==> config.mk <==
export PLATFORM = sky130hd
export DESIGN_NAME = bcd_to_bin
export DESIGN_NICKNAME = d
export VERILOG_FILES = /design/src/rtl/bcd_to_bin.sv
export SDC_FILE = /design/constraint.sdc
export NUM_CORES = 1
export LEC_CHECK = 0
export ABC_AREA = 1
export BUFFER_PORTS_ARGS = -buffer_cell sky130_fd_sc_hd__buf_4
export CAP_MARGIN = 0
export CORE_MARGIN = 8
export CORE_UTILIZATION = 39
export CTS_CLUSTER_DIAMETER = 150
export CTS_CLUSTER_SIZE = 24
export DETAILED_ROUTE_END_ITERATION = 10
export GPL_ROUTABILITY_DRIVEN = 0
export PLACE_DENSITY_LB_ADDON = 0.3
export SKIP_CTS_REPAIR_TIMING = 1
export SYNTH_ARGS = -nofsm -noshare
export SYNTH_HDL_FRONTEND = slang
export SYNTH_SLANG_ARGS = --single-unit
==> constraint.sdc <==
create_clock -name clk -period 3.5 [get_ports clk]
set_clock_uncertainty 0.1 [all_clocks]
set_input_delay 0.7 -clock clk [delete_from_list [all_inputs] [get_ports clk]]
set_output_delay 0.7 -clock clk [all_outputs]
set_load 0.05 [all_outputs]
==> src/rtl/bcd_to_bin.sv <==
`default_nettype none
// ============================================================================
// Module   : bcd_to_bin
// Brief    : Iterative reverse double-dabble converter from packed BCD to binary.
// Revision : 1.0 - initial release
// ============================================================================
module bcd_to_bin #(
    parameter int DIGITS = 3,
    parameter int BIN_W  = 10
) (
    input  logic                  clk,
    input  logic                  rst_n,
    input  logic [4*DIGITS-1:0]   bcd_in,
    input  logic                  in_valid,
    output logic                  in_ready,
    output logic [BIN_W-1:0]      bin_out,
    output logic                  err,
    output logic                  out_valid,
    input  logic                  out_ready
);

    localparam int BCD_W  = 4 * DIGITS;
    localparam int WORK_W = BCD_W + BIN_W;
    localparam int CNT_W  = $clog2(BIN_W + 1);
    localparam logic [CNT_W-1:0] LAST_CNT = CNT_W'(BIN_W - 1);

    typedef enum logic [1:0] {
        IDLE = 2'd0,
        CONV = 2'd1,
        DONE = 2'd2
    } state_t;

    state_t              state_q;
    logic [WORK_W-1:0]   work_q;
    logic [WORK_W-1:0]   work_d;
    logic [WORK_W-1:0]   shifted;
    logic [CNT_W-1:0]    cnt_q;
    logic [BIN_W-1:0]    bin_q;
    logic                err_q;
    logic                out_valid_q;
    logic                in_ready_q;
    logic [DIGITS-1:0]   bad_nib;

    assign shifted = work_q >> 1;
    assign work_d[BIN_W-1:0] = shifted[BIN_W-1:0];

    // One shift step: every BCD digit that lands at >= 8 is pulled back by 3.
    for (genvar g = 0; g < DIGITS; g++) begin : g_digit
        logic [3:0] dig;
        assign dig                         = shifted[BIN_W+4*g +: 4];
        assign work_d[BIN_W+4*g +: 4]      = (dig >= 4'd8) ? (dig - 4'd3) : dig;
        assign bad_nib[g]                  = (bcd_in[4*g +: 4] > 4'd9);
    end

    always_ff @(posedge clk or negedge rst_n) begin
        if (!rst_n) begin
            state_q     <= IDLE;
            work_q      <= '0;
            cnt_q       <= '0;
            bin_q       <= '0;
            err_q       <= 1'b0;
            out_valid_q <= 1'b0;
            in_ready_q  <= 1'b1;
        end else begin
            case (state_q)
                IDLE: begin
                    if (in_valid) begin
                        in_ready_q <= 1'b0;
                        work_q     <= {bcd_in, {BIN_W{1'b0}}};
                        cnt_q      <= '0;
                        if (|bad_nib) begin
                            state_q <= DONE;
                            err_q   <= 1'b1;
                            bin_q   <= '0;
                        end else begin
                            state_q <= CONV;
                        end
                    end
                end
                CONV: begin
                    work_q <= work_d;
                    cnt_q  <= cnt_q + CNT_W'(1);
                    if (cnt_q == LAST_CNT) begin
                        bin_q   <= work_d[BIN_W-1:0];
                        err_q   <= 1'b0;
                        cnt_q   <= '0;
                        state_q <= DONE;
                    end
                end
                DONE: begin
                    // Result is presented one cycle after entering DONE.
                    if (!out_valid_q) begin
                        out_valid_q <= 1'b1;
                    end else if (out_ready) begin
                        out_valid_q <= 1'b0;
                        in_ready_q  <= 1'b1;
                        state_q     <= IDLE;
                    end
                end
                default: begin
                    state_q     <= IDLE;
                    out_valid_q <= 1'b0;
                    in_ready_q  <= 1'b1;
                end
            endcase
        end
    end

    assign in_ready  = in_ready_q;
    assign bin_out   = bin_q;
    assign err       = err_q;
    assign out_valid = out_valid_q;

endmodule
`default_nettype wire

# Word level (Yosys, flattened, before mapping)
# Cells that the tools add are included.
word_totals:
  ff_bits: 41
  in_bits: 16
classes:
  add_sub_neg: 4
  n_bitwise: 1
  magnitude_cmp: 6
  muxes: 29
  reduce_logical: 8
  eq_ne: 8
ops:
  columns: ["op", "n"]
  rows:
  - ["$pmux 22 s2", 1]
  - ["$mux 10", 3]
  - ["$mux 22", 1]
  - ["$mux 4", 5]
  - ["$pmux 10 s2", 1]
  - ["$gt 4x4->1 const B", 3]
  - ["$reduce_and 4->1", 3]
  - ["$mux 2", 5]
  - ["$ne 2x2->1 const B", 5]
  - ["$ge 4x4->1 const B", 2]
  - ["$mux 1", 8]
  - ["$pmux 4 s2", 1]
  - ["$sub 4x2->4 const B", 2]
  - ["$pmux 2 s3", 1]
  - ["$add 4x1->4 const B", 1]
  - ["$eq 4x4->1 const B", 1]
  - ["$ge 3x4->1 const B", 1]
  - ["$pmux 1 s2", 2]
  - ["$sub 3x2->4 const B", 1]
  - ["$pmux 1 s3", 1]
  - ["$reduce_or 3->1", 1]
  - ["$eq 2x1->1 const B", 1]
  - ["$eq 2x2->1 const B", 1]
  - ["$logic_not 2->1", 1]
  - ["4 further kinds", 4]

# Longest topological paths before layout
# Gate-level depths: netlist (run 1).
logic_depth:
  word_depth: 5
  ltp_mapped: 8
  mapped_depth_nobuf: 7

# Worst setup path after synthesis (run 1)
# OpenSTA, ideal clock, no wires.
synth_path:
  kind: "input -> register"
  startpoint: "input port bcd_in[7]"
  endpoint: "register bin_q[0], in the netlist bin_out[0]"
  stages: 8
  required_ns: 3.281
  arrival_ns: 1.259
  setup_slack_ns: 2.022
  n_path_buf: 1
  path_cell_list: "inv_1 -> nor2_1 -> nor2_1 -> nand2_1 -> nand2_2 -> buf_4 -> nand2_1 -> nand2_1"
synth_via:
  elab_chain_len: 4
synth_rtl:
  columns: ["element", "line_no", "rtl"]
  rows:
  - ["start: declaration", "13", "input logic [4*DIGITS-1:0] bcd_in,"]
  - ["$gt 4x4->1", "52", "assign bad_nib[g] = (bcd_in[4*g +: 4] > 4'd9);"]
  - ["$reduce_or 3->1", "71", "if (|bad_nib) begin"]
  - ["$ne 2x2->1 (no line)", null, null]
  - ["$reduce_and 4->1 (no line)", null, null]
  - ["end signal: assignment", "84", "bin_q <= work_d[BIN_W-1:0];"]
  - ["end: declaration", "38", "logic [BIN_W-1:0] bin_q;"]
# Every way passes these cells.
# A chain may end at the register's enable or synchronous reset.

# Worst setup path after layout (run 1)
layout_path:
  startpoint: "register state_q[0]"
  endpoint: "register state_q[1]"
layout_via:
  elab_chain_len: 3
layout_rtl:
  columns: ["element", "line_no", "rtl"]
  rows:
  - ["start: declaration", "33", "state_t state_q;"]
  - ["start signal: assignment", "57", "state_q <= IDLE;"]
  - ["start signal: assignment", "72", "state_q <= DONE;"]
  - ["start signal: assignment", "76", "state_q <= CONV;"]
  - ["$eq 2x1->1 (tied with other cells)", "65", "case (state_q)"]
  - ["$ne 2x2->1 (no line)", null, null]
  - ["$reduce_and 4->1 (no line)", null, null]
# Several ways; a longest one is shown, not always the timed one.

==> flow_summary.toml, run 1 <==
[status]
status = "complete, no violations"

[floorplanning]
start_util_pct = 39.6
io_pins = 29
row_count = 26
design.core.area_um2 = 5010
die_area_um2 = 7620
die_height_um = 87.3
die_x_um = 87.3

[power]
power-per-cell-area_nw_per_um2 = 776
leakage_nw = 1.16
report.power.total_mw = 1.81
worst_vdd_rail_ir_drop_mv = 0.486

[route]
route.antenna.remaining_nets = 0
routed_via_density = 4.77
first_iteration_detailed_routing_drc_count = 153
drt_wl_total_um = 3930
met2RoutedLength_um = 1830
drc_errors = 0
met1_length_um = 1850
met3RoutedLength_um = 177
wl_per_cell_um = 12.4
drt_pass1_iterations = 4
dr_total_vias = 1512
top_layer = "met4"

[synthesis]
synth_top_family_by_area = "simple AND/OR/NAND/NOR gates"
synth.cells.most_frequent = "sky130_fd_sc_hd__nand2_1 (55), sky130_fd_sc_hd__dfrtp_1 (39), sky130_fd_sc_hd__inv_1 (30)"
syn-mean-instance-area_um2 = 9.01
synthesis.area_um2 = 1980
synth-compound-area-share_pct = 13.9
post_synth_inst_count = 220
synth_largest_type_area_fraction_pct = 49.2
distinct_cell_type_count_of_the_synthesized_netlist = 29
yosys-mux-area-fraction_pct = 0
postSynthRegisterBits = 40
most_frequent_cell_after_synthesis = "sky130_fd_sc_hd__nand2_1"
number_of_enable_flip_flop_cells_after_synthesis = 0
ys_seq_area_share_pct = 50.6
synth_area_leader_cell = "sky130_fd_sc_hd__dfrtp_1"
synth_warnings = 0
synth_adder_area_share_pct = 3.79
synth_async_sr_flop_share_pct = 100
yosys.area_share.xor_xnor_pct = 2.21
yosys.area_share.simple_pct = 19.0
post_synth_main_area_contributors = "sky130_fd_sc_hd__dfrtp_1 (49%), sky130_fd_sc_hd__nand2_1 (10%), sky130_fd_sc_hd__inv_1 (5.7%), sky130_fd_sc_hd__ha_1 (3.8%), sky130_fd_sc_hd__o22ai_1 (3.8%)"
synth_nets = 242
synth_ff_type = "sky130_fd_sc_hd__dfrtp_1"

[clock_tree]
cts_made_buffers = 5
tritoncts = "built"
worst_skew_pair.late_latency_ns = 0.30
cts.sinks = 40
cts_root_buffer = "sky130_fd_sc_hd__clkbuf_8"
max-clock-path-buffers = 2
htree_num_levels = 2
cts.reportedPaths.clkPinSlew_ns = 0.07

[finish]
fill_cells = 510
finalInstanceArea_um2 = 2330
layout.nets = 268
post_route_cells_drive_above_1_share_pct = 20.2
antenna_cells = 0
area.growth.synth_to_final_pct = 17.6
final_core_utilization_pct = 46.5

[grt]
grt_usage_pct = 11.2
grt_pass1_vias = 1494
antenna_found_initial = 0
grt_first_pass_wirelength_um = 6670
grt_max_degree = 41
grt_overflow_total = 0

[critical_path]
regToRegEndpoint = "state_q[1]"
startpoint = "state_q[0]"
cp.arrival_ns = 1.98
rrSetupSlack_ns = 1.60
worstSetupPathDepth = 5
cpLargestDelayFamily = "simple AND/OR/NAND/NOR gates"
timing.critical_path.slowest_cell_delay_ns = 0.56
critical_path.n_buffers_inverters = 1
worst-r2r-cell-count = 5
critPathLaunchType = "flip-flop"
critical_path.cell_chain = "inv_2, nor2_4, a21oi_1, nand2_2, nand2_1"
critical_path.endpoint = "state_q[1]"
critical_path.reg2reg.startpoint = "state_q[0]"
slowest_cell_on_the_critical_path = "sky130_fd_sc_hd__nor2_4"
critical_path.endpoint_type = "flip-flop"
crit_path_max_fanout = 29
setup.worst_path.class = "flip-flop to flip-flop"
required_arrival_time_at_the_worst_endpoint_ns = 3.58

[timing]
worst_hold_slack_ns = 0.265
max_slew.worst_pin.slew_ns = 0.736
fmax_ghz = 0.526
finalHoldViolations = 0
grt_setup_unrepaired = "false"
finalSetupViolations = 0
min_period_over_period_pct = 54.4
timing.slew.headroom_pct = 50.8
final.setup.tns_ns = 0
period_minus_slack_ns = 1.90
report.final.slew_viol_count = 0

[placed_design]
place_hpwl_um = 2780
buffer_ports.inserted = 28
placed_cell_area_um2 = 2200

[run]
timing.max_cap.violations = 0

[worst_hold_path]
worst_hold_path_type = "input port to asynchronous set/reset pin"
final cells by class:
class / count / area (um2) / area share, %
flip-flops and latches: 40 / 1000 / 43.0
multi-input cells: 138 / 771 / 33.1
inverters: 32 / 120 / 5.15
clock buffers: 6 / 72.6 / 3.11
repair buffers: 29 / 218 / 9.34
well taps: 70 / 87.6 / 3.76
clock inverters: 2 / 60.1 / 2.58
placed cells by master (no fill, tap or decap), types with 4 or more instances in the layout:
| cell | count |
|---|---|
| sky130_fd_sc_hd__nor2_1 | 14 |
| sky130_fd_sc_hd__o211ai_1 | 4 |
| sky130_fd_sc_hd__ha_1 | 6 |
| sky130_fd_sc_hd__buf_4 | 29 |
| sky130_fd_sc_hd__o22ai_1 | 12 |
| sky130_fd_sc_hd__dfrtp_1 | 39 |
| sky130_fd_sc_hd__xor2_1 | 4 |
| sky130_fd_sc_hd__a21oi_1 | 5 |
| sky130_fd_sc_hd__clkbuf_8 | 5 |
| sky130_fd_sc_hd__nand2_1 | 55 |
| sky130_fd_sc_hd__nand4_1 | 10 |
| sky130_fd_sc_hd__nand3_1 | 4 |
| sky130_fd_sc_hd__inv_1 | 30 |
| sky130_fd_sc_hd__o21ai_0 | 10 |
metrics by stage:
stage / worst slack (ns) / cells
finish: 1.60 / 317
global route: 1.42 / 317
CTS: 1.57 / 317
detailed placement: 1.37 / 309
global placement: 1.42 / 309
floorplan: 2.02 / 220
logic make-up after synthesis:
logic type	Yosys count
buffers and inverters	42
flip-flops	40
XOR/XNOR	5
AND/OR/NAND/NOR	87
adder cells (fa/ha/maj)	6
AO/OA/AOI/OAI	40
report_power, final:
part           switching (mW)  internal, mW
Sequential              0.102         0.589
Clock                   0.160         0.285
Combinational           0.458         0.216
metal layers:
metal	up-vias	global-route usage, %
li1	765	-
met1	708	13.8
met2	33	17.4
met3	6	2.45
met4	0	7.03
met5	-	0
registers in the layout (all words and copies together) (netlist names):
register	flops
in_ready	1
state_q	2
err	1
bin_out	10
work_q	21
out_valid	1
cnt_q	4
how the worst min path moves through the flow:
stage	to	from	cells past startpoint
CTS	work_q[9]	rst_n	1
global placement	bin_out[5]	bin_out[5]	2
floorplan	bin_out[0]	rst_n	0
global route	cnt_q[2]	rst_n	1
detailed placement	bin_out[2]	bin_out[2]	2
finish	work_q[13]	rst_n	1
Power figures use the tool's default switching activity.
==> run 2, diff against run 1 <==
clock period = 1.7 ns   (was 3.5 ns; I/O delays follow)
==> flow_summary.toml, run 2 (synthesized netlist as in run 1, its figures left out) <==
[clock_tree]
htree_num_levels = 2
cts.sinks = 40
cts_root_buffer = "sky130_fd_sc_hd__clkbuf_8"
cts.reportedPaths.clkPinSlew_ns = 0.08
max-clock-path-buffers = 2
cts_made_buffers = 5
worst_skew_pair.late_latency_ns = 0.30
tritoncts = "built"

[finish]
area_of_the_multi_input_gates_um2 = 776
antenna_cells = 0
largest_register_ffs = 21
largest_register = "work_q"
layout.nets = 272
area.growth.synth_to_final_pct = 17.7
mostFrequentLayoutCells = "sky130_fd_sc_hd__nand2_1 (55), sky130_fd_sc_hd__dfrtp_1 (39), sky130_fd_sc_hd__buf_4 (31)"
final_common_cell = "sky130_fd_sc_hd__nand2_1"
finish.cell_count_without_fillers = 321
ff_latch_area_um2 = 1000
fill_cells = 513
post_route_cells_drive_above_1_share_pct = 21.1

[timing]
fmax_ghz = 0.641
finalHoldViolations = 0
timing.slew.headroom_pct = 65.7
report.final.slew_viol_count = 0
timing.final.ws_setup_ns = 0.140
period_minus_slack_ns = 1.56
finalSetupViolations = 0
max_slew.worst_pin.slew_ns = 0.514
min_period_over_period_pct = 91.8
final.setup.tns_ns = 0
worst_hold_slack_ns = 0.202
grt_setup_unrepaired = "false"

[placed_design]
buffer_ports.inserted = 28
place_inst = 312
detailedPlace.worstSlack_ns = 0.161
place_hpwl_um = 3030

[grt]
grt_first_pass_wirelength_um = 7410
grt_pass1_vias = 1644
antenna_found_initial = 0
grt_usage_pct = 12.6
grt_max_degree = 41
grt_overflow_total = 0

[floorplanning]
die_height_um = 87.3
die_area_um2 = 7620
io_pins = 29
die_x_um = 87.3
start_util_pct = 39.6
row_count = 26
design.core.area_um2 = 5010

[critical_path]
critical_path.endpoint_type = "flip-flop"
cp.arrival_ns = 1.68
crit_path_max_fanout = 14
setup.worst_path.class = "flip-flop to flip-flop"
critPathLaunchType = "flip-flop"
required_arrival_time_at_the_worst_endpoint_ns = 1.82

[route]
wl_per_cell_um = 13.2
route.antenna.remaining_nets = 0
drc_errors = 0
first_iteration_detailed_routing_drc_count = 88
drt_wl_total_um = 4230
drt_pass1_iterations = 4
routed_via_density = 4.76
dr_total_vias = 1527

[power]
power-per-cell-area_nw_per_um2 = 1500
worst_vdd_rail_ir_drop_mv = 0.756
leakage_nw = 1.16
report.power.total_mw = 3.51

[status]
status = "complete, no violations"

[worst_hold_path]
worst_hold_path_type = "input port to flip-flop"

[run]
timing.max_cap.violations = 0
==> run 2: worst paths after layout <==
kind                            slack (ns)  startpoint  cells past startpoint          to
worst max-delay path                  0.14  state_q[1]                      6  work_q[10]
worst min-delay path                  0.20   bcd_in[8]                      3  work_q[18]
worst max register to register        0.14  state_q[1]                      6  work_q[10]
worst min register to register        0.38  bin_out[4]                      2  bin_out[4]
max in group asynchronous             0.68       rst_n                      2    in_ready
min in group asynchronous             0.45       rst_n                      2  work_q[19]
==> run 2: layer usage <==
layer	up-vias	wire length (um)	global-route usage, %
met5	-	0	0
met4	0	89	6.41
met3	6	139	3.11
met2	22	2020	20.1
met1	728	1990	15.3
li1	771	-	-
==> run 2: cell type report <==
class / count / area share [%]
flip-flops and latches: 40 / 42.9
clock inverters: 2 / 0.536
well taps: 70 / 3.75
multi-input cells: 138 / 33.2
inverters: 32 / 5.15
repair buffers: 33 / 11.3
clock buffers: 6 / 3.11
==> run 2: worst max-delay path, cell delays in order (launching register included) <==
cell                      delay (ns)
sky130_fd_sc_hd__dfrtp_1        0.44
sky130_fd_sc_hd__inv_1          0.12
sky130_fd_sc_hd__o21ai_2        0.07
sky130_fd_sc_hd__inv_1          0.26
sky130_fd_sc_hd__buf_4          0.28
sky130_fd_sc_hd__o21ai_0        0.11
sky130_fd_sc_hd__o22ai_1        0.10
==> run 2: power breakdown <==
group	switching [mW]	internal [mW]
clock network	0.338	0.287
registers	0.212	1.21
logic	0.966	0.496
==> run 2: through the flow <==
stage | instance area, um2 | utilization (%)
floorplan | 1980 | -
global placement | 2230 | 44.6
detailed placement | 2230 | 44.6
CTS | 2320 | 46.3
global route | 2330 | 46.6
finish | 2330 | 46.6
